`src/rtl/pulse_stretch_decoder.sv`:
```
// pulse_stretch_decoder
//   Receive end of the pulse-stretch link. Each stretched pulse (nominally
//   STRETCH_LEN cycles high) is measured. A pulse whose width is in tolerance
//   becomes a single-cycle o_out_pulse event. Runt, over-long and stuck-high
//   pulses raise a single-cycle o_width_err instead. Saturating good/bad
//   counters are kept for status.
//
//   Optional feature: define PULSE_DEC_SYNC_EN to pass i_in_pulse through a
//   2-flop synchronizer before the FSM. This adds 2 cycles of latency and
//   leaves the measured widths unchanged.
//
// Ports
//   i_clk        in   1      single clock, rising edge
//   i_rst        in   1      synchronous, active-high reset
//   i_in_pulse   in   1      stretched pulse from the stretcher
//   o_out_pulse  out  1      1-cycle recovered event
//   o_width_err  out  1      1-cycle flag: bad width or stuck-high
//   o_width_val  out  CNT_W  width of last completed/aborted pulse (held)
//   o_ok_cnt     out  16     accepted pulses, saturating
//   o_err_cnt    out  16     width_err flags, saturating
module pulse_stretch_decoder #(
  parameter int STRETCH_LEN = 5,
  parameter int TOL         = 0,
  parameter int MAX_W       = 16,
  parameter int CNT_W       = 8
) (
  input  logic             i_clk,
  input  logic             i_rst,
  input  logic             i_in_pulse,
  output logic             o_out_pulse,
  output logic             o_width_err,
  output logic [CNT_W-1:0] o_width_val,
  output logic [15:0]      o_ok_cnt,
  output logic [15:0]      o_err_cnt
);

  // A zero-width pulse cannot be observed, so the lower bound never drops below 1.
  localparam int               LO_I  = (STRETCH_LEN - TOL < 1) ? 1 : STRETCH_LEN - TOL;
  localparam logic [CNT_W-1:0] LO_W  = CNT_W'(LO_I);
  localparam logic [CNT_W-1:0] HI_W  = CNT_W'(STRETCH_LEN + TOL);
  localparam logic [CNT_W-1:0] MAX_C = CNT_W'(MAX_W);
  localparam logic [CNT_W-1:0] ONE_C = CNT_W'(1);

  typedef enum logic [1:0] {IDLE, MEASURE, STUCK} state_t;

  logic             w_in_s;
  logic             w_in_vld;

  state_t           r_state,      w_state_next;
  logic [CNT_W-1:0] r_cnt,        w_cnt_next;
  logic             r_armed,      w_armed_next;
  logic             r_out_pulse,  w_out_next;
  logic             r_width_err,  w_err_next;
  logic [CNT_W-1:0] r_width_val,  w_wval_next;
  logic [15:0]      r_ok_cnt,     w_ok_next;
  logic [15:0]      r_err_cnt,    w_errc_next;

  function automatic logic [15:0] sat_inc(input logic [15:0] v);
    return (v == 16'hFFFF) ? v : v + 16'd1;
  endfunction

`ifdef PULSE_DEC_SYNC_EN
  logic [1:0] r_sync;
  logic [1:0] r_sync_vld;

  // r_sync_vld tracks when the synchronizer holds real samples again after
  // reset. This keeps the FSM from arming on the flushed zeros.
  always_ff @(posedge i_clk) begin
    if (i_rst) begin
      r_sync     <= 2'b00;
      r_sync_vld <= 2'b00;
    end else begin
      r_sync     <= {r_sync[0], i_in_pulse};
      r_sync_vld <= {r_sync_vld[0], 1'b1};
    end
  end

  assign w_in_s   = r_sync[1];
  assign w_in_vld = r_sync_vld[1];
`else
  assign w_in_s   = i_in_pulse;
  assign w_in_vld = 1'b1;
`endif

  // r_armed is cleared by reset and set by the first genuine low sample. A
  // pulse already high when reset releases is therefore never measured.
  assign w_armed_next = r_armed | (w_in_vld & ~w_in_s);

  always_comb begin
    w_state_next = r_state;
    w_cnt_next   = r_cnt;
    w_out_next   = 1'b0;
    w_err_next   = 1'b0;
    w_wval_next  = r_width_val;
    w_ok_next    = r_ok_cnt;
    w_errc_next  = r_err_cnt;
    case (r_state)
      IDLE: begin
        if (w_in_s && r_armed) begin
          w_state_next = MEASURE;
          w_cnt_next   = ONE_C;
        end
      end
      MEASURE: begin
        if (w_in_s) begin
          if (r_cnt == MAX_C) begin
            w_err_next   = 1'b1;
            w_wval_next  = MAX_C;
            w_errc_next  = sat_inc(r_err_cnt);
            w_state_next = STUCK;
          end else begin
            w_cnt_next = r_cnt + ONE_C;
          end
        end else begin
          w_wval_next = r_cnt;
          if (r_cnt >= LO_W && r_cnt <= HI_W) begin
            w_out_next = 1'b1;
            w_ok_next  = sat_inc(r_ok_cnt);
          end else begin
            w_err_next  = 1'b1;
            w_errc_next = sat_inc(r_err_cnt);
          end
          w_state_next = IDLE;
        end
      end
      STUCK: begin
        // The stuck condition was already flagged, so releasing it is silent.
        if (!w_in_s) begin
          w_state_next = IDLE;
        end
      end
      default: w_state_next = IDLE;
    endcase
  end

  always_ff @(posedge i_clk) begin
    if (i_rst) begin
      r_state     <= IDLE;
      r_cnt       <= '0;
      r_armed     <= 1'b0;
      r_out_pulse <= 1'b0;
      r_width_err <= 1'b0;
      r_width_val <= '0;
      r_ok_cnt    <= '0;
      r_err_cnt   <= '0;
    end else begin
      r_state     <= w_state_next;
      r_cnt       <= w_cnt_next;
      r_armed     <= w_armed_next;
      r_out_pulse <= w_out_next;
      r_width_err <= w_err_next;
      r_width_val <= w_wval_next;
      r_ok_cnt    <= w_ok_next;
      r_err_cnt   <= w_errc_next;
    end
  end

  assign o_out_pulse = r_out_pulse;
  assign o_width_err = r_width_err;
  assign o_width_val = r_width_val;
  assign o_ok_cnt    = r_ok_cnt;
  assign o_err_cnt   = r_err_cnt;

endmodule
```
`config.mk`:
```
export PLATFORM = sky130hd
export DESIGN_NAME = pulse_stretch_decoder
export DESIGN_NICKNAME = d
export VERILOG_FILES = /design/src/rtl/pulse_stretch_decoder.sv
export SDC_FILE = /design/constraint.sdc
export NUM_CORES = 1
export LEC_CHECK = 0
export ABC_AREA = 1
export BUFFER_PORTS_ARGS = -buffer_cell sky130_fd_sc_hd__buf_4
export CAP_MARGIN = 20
export CORE_MARGIN = 5
export CORE_UTILIZATION = 35
export DETAILED_ROUTE_END_ITERATION = 10
export GPL_ROUTABILITY_DRIVEN = 0
export GPL_TIMING_DRIVEN = 0
export SLEW_MARGIN = 30
export SYNTH_ARGS = -nofsm -noshare
export SYNTH_HDL_FRONTEND = slang
export SYNTH_SLANG_ARGS = --single-unit
```
`constraint.sdc`:
```
create_clock -name i_clk -period 2 [get_ports i_clk]
set_clock_uncertainty 0.15 [all_clocks]
set_input_delay 0.2 -clock i_clk [delete_from_list [all_inputs] [get_ports i_clk]]
set_output_delay 0.2 -clock i_clk [all_outputs]
set_load 0.005 [all_outputs]
```
Word-level counts from Yosys, hierarchy flattened
Cells that the tools add are included.

operators by class
  add/sub/neg operators = 3
  multiply operators = 0
  divide/modulo/power cells = 0
  $lt $le $gt $ge = 2
  equality and inequality tests = 12
  shifts and indexed selects = 0
  muxes and demuxes = 19
  bitwise logic cells = 4
  reduce and logical (&&, ||, !) cells = 11

operators by type and width
  operator               count
  $mux 16                4
  $mux 8                 5
  $add 16x1->16 const B  2
  $eq 16x16->1 const B   2
  $pmux 8 s2             1
  $ne 2x2->1 const B     5
  $add 8x1->8 const B    1
  $eq 8x5->1 const B     1
  $ge 8x3->1 const B     1
  $le 8x3->1 const B     1
  $mux 2                 4
  $reduce_and 4->1       2
  $pmux 2 s3             1
  $reduce_and 3->1       2
  $mux 1                 4
  $ne 3x3->1 const B     1
  $not 1->1              3
  $reduce_or 3->1        1
  $eq 2x1->1 const B     1
  $eq 2x2->1 const B     1
  $logic_and 1x1->1      2
  $logic_not 2->1        1
  $ne 2x1->1 const B     1
  $reduce_and 2->1       1
  3 further kinds        3

word-level totals
  flip-flop bits (word level) = 53
  latch bits = 0
  bits in writable memories = 0
  bits in read-only memories = 0
  bits of input ports = 3
  memories kept = 0

Depth between registers and ports, before layout
  depth after elaboration = 4
  depth in mapped cells = 12
  depth with buffers taken out = 11

Worst setup path after synthesis
OpenSTA, ideal clock, no wires.

  path type = register to register
  from = register r_ok_cnt[0], in the netlist o_ok_cnt[0]
  to = register r_ok_cnt[1], in the netlist o_ok_cnt[1]
  setup time = 0.116 ns
  data arrival time = 1.407 ns
  path slack = 0.327 ns
  cell stages (with the launch flop) = 10
  cell sequence = dfxtp_1 ha_1 nand2_1 nor2_2 nand4_2 nand2_4 inv_4 buf_12 nor2_1 nor2_1

between the ends
  longest elaborated chain between the ends = 3
  elaborated cells on any way between the ends = 4
  classes of those cells = add/sub (1); eq/ne (1); bitwise (1); reduce/logical (1)

ends and longest elaborated chain
  what                                                   line  source
  start: declaration                                     55    logic [15:0] r_ok_cnt, w_ok_next;
  start signal: assignment                               153   r_ok_cnt <= w_ok_next;
  branches (longest 3 deep; another with $add 16x1->16)  --

Parallel ways; which one is timed is not known.
A chain may end at the register's enable or synchronous reset.

Final worst setup path
  from = register r_err_cnt[0], in the netlist o_err_cnt[0]
  to = register r_err_cnt[12], in the netlist o_err_cnt[12]

between the ends
  longest elaborated chain between the ends = 4
  elaborated cells on any way between the ends = 6
  classes of those cells = add/sub (1); eq/ne (1); mux (4)

ends and longest elaborated chain
  what                                           line      source
  start: declaration                             56        logic [15:0] r_err_cnt, w_errc_next;
  start signal: assignment                       154       r_err_cnt <= w_errc_next;
  $add 16x1->16 or $eq 16x16->1 (tied branches)  59        return (v == 16'hFFFF) ? v : v + 16'd1;
  $mux 16 *                                      59
  $mux 16, on equally long branches              116, 106
  $mux 16 *                                      105       if (w_in_s) begin

Mark *: on every way between the ends. The rest lies on a longest branch, timed or not. The select of a mux whose other input is x is not followed.

==> summary.md <==
| Metric | Value |
|---|---|
| FP Rows | `34` |
| Final slew viol count | `0` |
| Synth cell types | `27` |
| Area leader, netlist | `dfxtp_1` |
| Reg2Reg Depth | `10` |
| Placeable Area | `~0.0088 mm^2` |
| Syn Area/Cell | `6.92 um^2` |
| Via density | `4.82` |
| Worst r2r src | `o_err_cnt[0]$_SDFFE_PP0P_` |
| Fin util | `0.430` |
| Hold Startpoint | `i_in_pulse` |
| R2R setup slack | `140 ps` |
| Hold Path Sink | `r_armed$_SDFF_PP0_` |
| Cell repeated most along the worst path | `nor2_4` |
| CTS tree | `yes` |
| Top-area cell type share of the netlist area | `0.335` |
| Initial Utilization | `0.361` |
| Die Footprint | `0.0110 mm^2` |
| Leak | `approximately 1.5 nW` |
| Worst Setup End Kind | `flop` |
| Placed instance area | `0.00362 mm^2` |
| Clk slew on worst S/H paths | `90 ps` |
| N_diodes | `0` |
| PD cells | `512 mW/mm^2` |
| Cell family with the largest share of critical-path delay | `simple AND/OR/NAND/NOR gates` |
| Type of the worst setup path | `flop to flop` |
| CP peak stage delay | `440 ps` |
| FMAX | `between 500 and 600 MHz` |
| CTS Buf Count | `5` |
| Buffers plus inverters on the worst setup path | `1` |
| Max Cap Viol | `0` |
| Tot Pwr | `0.00193 W` |
| Startpoint types | `flop` |
| Complex-gate fraction of the synthesized area | `0.0973` |
| Xor/xnor share of the synthesized area | `0.0332` |
| Antenna Violating Nets Remaining | `0` |
| Share of post-route cells with drive strength above 1 | `0.244` |
| Hpwl dp | `5730 um` |
| WL/cell | `12.3 um` |
| Async S/R FF share, synth | `0` |
| Post-Synth Adder-Cell Area | `0.0237` |
| VDD IR-drop max | `0.269 mV` |
| CP arrival | `1950 ps` |
| Die width | `105 um` |
| Clk sinks | `53` |
| WP data required | `2090 ps` |
| Mux cell area share after synthesis | `0` |
| Number of enable flip-flop cells after synthesis | `0` |
| Clock buffer depth | `2` |
| Pre-antenna DRT Iters | `5` |
| Final period util | `0.930` |
| I/O pins | `45` |
| Hold WS | `83.4 ps` |
| Final Instance Area | `between 0.003 and 0.004 mm^2` |
| 1st-iter DRT viols | `just under 80` |
| Status | `finished, final reports clean` |
| Simple-gate portion of the synthesized area | `0.419` |
| Vias in the first global route | `2774` |
| Worst R2R End | `o_err_cnt[12]$_SDFFE_PP0P_` |
| Crit path cell chain | `ha_1, nand2_2, nor2_4, nand2_4, nor2_4, nor2_4, nand2_4, buf_8, nand2_2, a21oi_2` |
| Area Overhead vs Synth | `19.1%` |
| Yosys reg bits | `53` |
| Total negative setup slack | `0 ps` |
| Hold crit path type | `primary input to flop` |
| Unrepaired setup endpoints after global routing | `no` |
| Worst-path maximum fanout | `10` |
| Final Hold Vio Count | `0` |
| # DRC | `0` |
| Chip height | `105 um` |
| Largest net degree at the start of global routing | `16` |
| Global-route wire length before repair | `12900 um` |
| Top cells by area, synth | `dfxtp_1 34%, nand2_1 16%, nor2_1 5.9%` |
| Yosys warning total | `0` |
| Final WL | `7560 um` |
| Synthesized area | `0.00316 mm^2` |
| Max-slew headroom | `0.554` |
| Largest family of logic cells by synthesized area | `simple AND/OR/NAND/NOR gates` |
| Net Count, Synth | `466` |
| Initial antenna violation count | `0` |
| # port buffers | `43` |
| Main synth FF type | `dfxtp_1` |
| # fillers | `955` |
| Most frequent cells in the layout | `136 x nand2_1, 51 x dfxtp_1, 50 x nor2_1` |
| Latest clock arrival within the worst-skew pair | `300 ps` |
| Final setup viols | `0` |
| Hold Path Stages | `4` |
| GRT Util Overall | `0.138` |
| Commonest non-fill, non-tap cell in the layout | `nand2_1` |
| Nets | `between 500 and 600` |
| Fin crit period | `~1900 ps` |
| Gate count after technology mapping | `457` |
| Sequential share of the synthesized area | `0.335` |
| Root buffer cell | `clkbuf_8` |
| H-tree depth | `2` |
| GR Overflow Total | `0` |
| Vias post-DR | `2971` |
| Worst slew pin tran | `669 ps` |
| Critical path's slowest cell | `dfxtp_1` |
[sequential cells by signal (all words and copies together), names as in the netlist]
| signal | cells |
|---|---|
| o_width_err | 1 |
| r_state | 2 |
| o_out_pulse | 1 |
| o_ok_cnt | 16 |
| r_cnt | 8 |
| o_err_cnt | 16 |
| o_width_val | 8 |
| r_armed | 1 |
[Yosys cell counts, types with 4 or more instances]
| cell type | count |
|---|---|
| a21oi_1 | 22 |
| a21oi_2 | 18 |
| buf_6 | 4 |
| dfxtp_1 | 53 |
| ha_1 | 6 |
| inv_1 | 37 |
| inv_2 | 5 |
| nand2_1 | 136 |
| nand2_2 | 22 |
| nand2_4 | 4 |
| nand3_1 | 36 |
| nand4_1 | 16 |
| nor2_1 | 50 |
| nor2_2 | 6 |
| nor2_4 | 5 |
| o21ai_0 | 8 |
| xor2_1 | 10 |
[worst register-to-register path, cell delays in order (launching register included)]
cell and delay (ps):
dfxtp_1 440, ha_1 240, nand2_2 90, nor2_4 180, nand2_4 90, nor2_4 130
nor2_4 60, nand2_4 90, buf_8 160, nand2_2 60, a21oi_2 110
[kinds of logic (layout without fill, tap and decap cells)]
logic type / after synthesis / after routing
compound gates: 48 / 48
xor+xnor: 12 / 12
fa+ha+maj: 6 / 6
buf+inv: 55 / 107
flops: 53 / 53
simple gates: 283 / 283
[how the worst max path moves through the flow]
stage	startpoint	end	slack [ps]	depth (start not counted)
finish	o_err_cnt[0]$_SDFFE_PP0P_	o_err_cnt[12]$_SDFFE_PP0P_	140	10
floorplan	o_ok_cnt[0]$_SDFFE_PP0P_	o_ok_cnt[1]$_SDFFE_PP0P_	330	9
global route	o_err_cnt[0]$_SDFFE_PP0P_	o_err_cnt[3]$_SDFFE_PP0P_	10	10
CTS	r_cnt[0]$_SDFFE_PP0P_	o_err_cnt[14]$_SDFFE_PP0P_	80	10
global placement	o_ok_cnt[0]$_SDFFE_PP0P_	o_ok_cnt[5]$_SDFFE_PP0P_	110	9
detailed placement	o_ok_cnt[0]$_SDFFE_PP0P_	o_ok_cnt[6]$_SDFFE_PP0P_	100	9
[where the power goes]
part	internal, W	switching [W]
Combinational	0.0000332	0.0000709
Clock	0.000409	0.000346
Sequential	0.00106	0.00000785
Total	0.00150	0.000424
[metal layers]
metal	up-vias	part of all wire	global-route usage
met5	-	0	0
met4	0	0.0078	0.0274
met3	5	0.053	0.0314
met2	69	0.45	0.232
met1	1334	0.49	0.183
li1	1563	-	-
[final cells by class]
type | count | area, um^2 | area share
multi-input combinational | 349 | 1830 | 0.486
sequential | 53 | 1060 | 0.282
timing repair buffer | 44 | 333 | 0.0883
inverter | 44 | 170 | 0.0452
tap | 108 | 135 | 0.0359
buffer | 11 | 119 | 0.0315
clock buffer | 7 | 86.3 | 0.0229
clock inverter | 1 | 30.0 | 0.00797
[through the flow]
stage	std cells	worst slack, ps
6_report	617	140
4_1_cts	617	75.6
3_3_place_gp	608	115
5_1_grt	617	13.1
2_1_floorplan	457	327
3_5_place_dp	608	95.3
[what timing repair did]
action / CTS / global route
setup buffers: 0 / 0
gates resized for setup: 0 / 5
endpoints found under the hold margin: 4 / 0
hold buffers: 1 / 0
setup endpoints to repair: 0 / 19
Power figures use the tool's default switching activity.
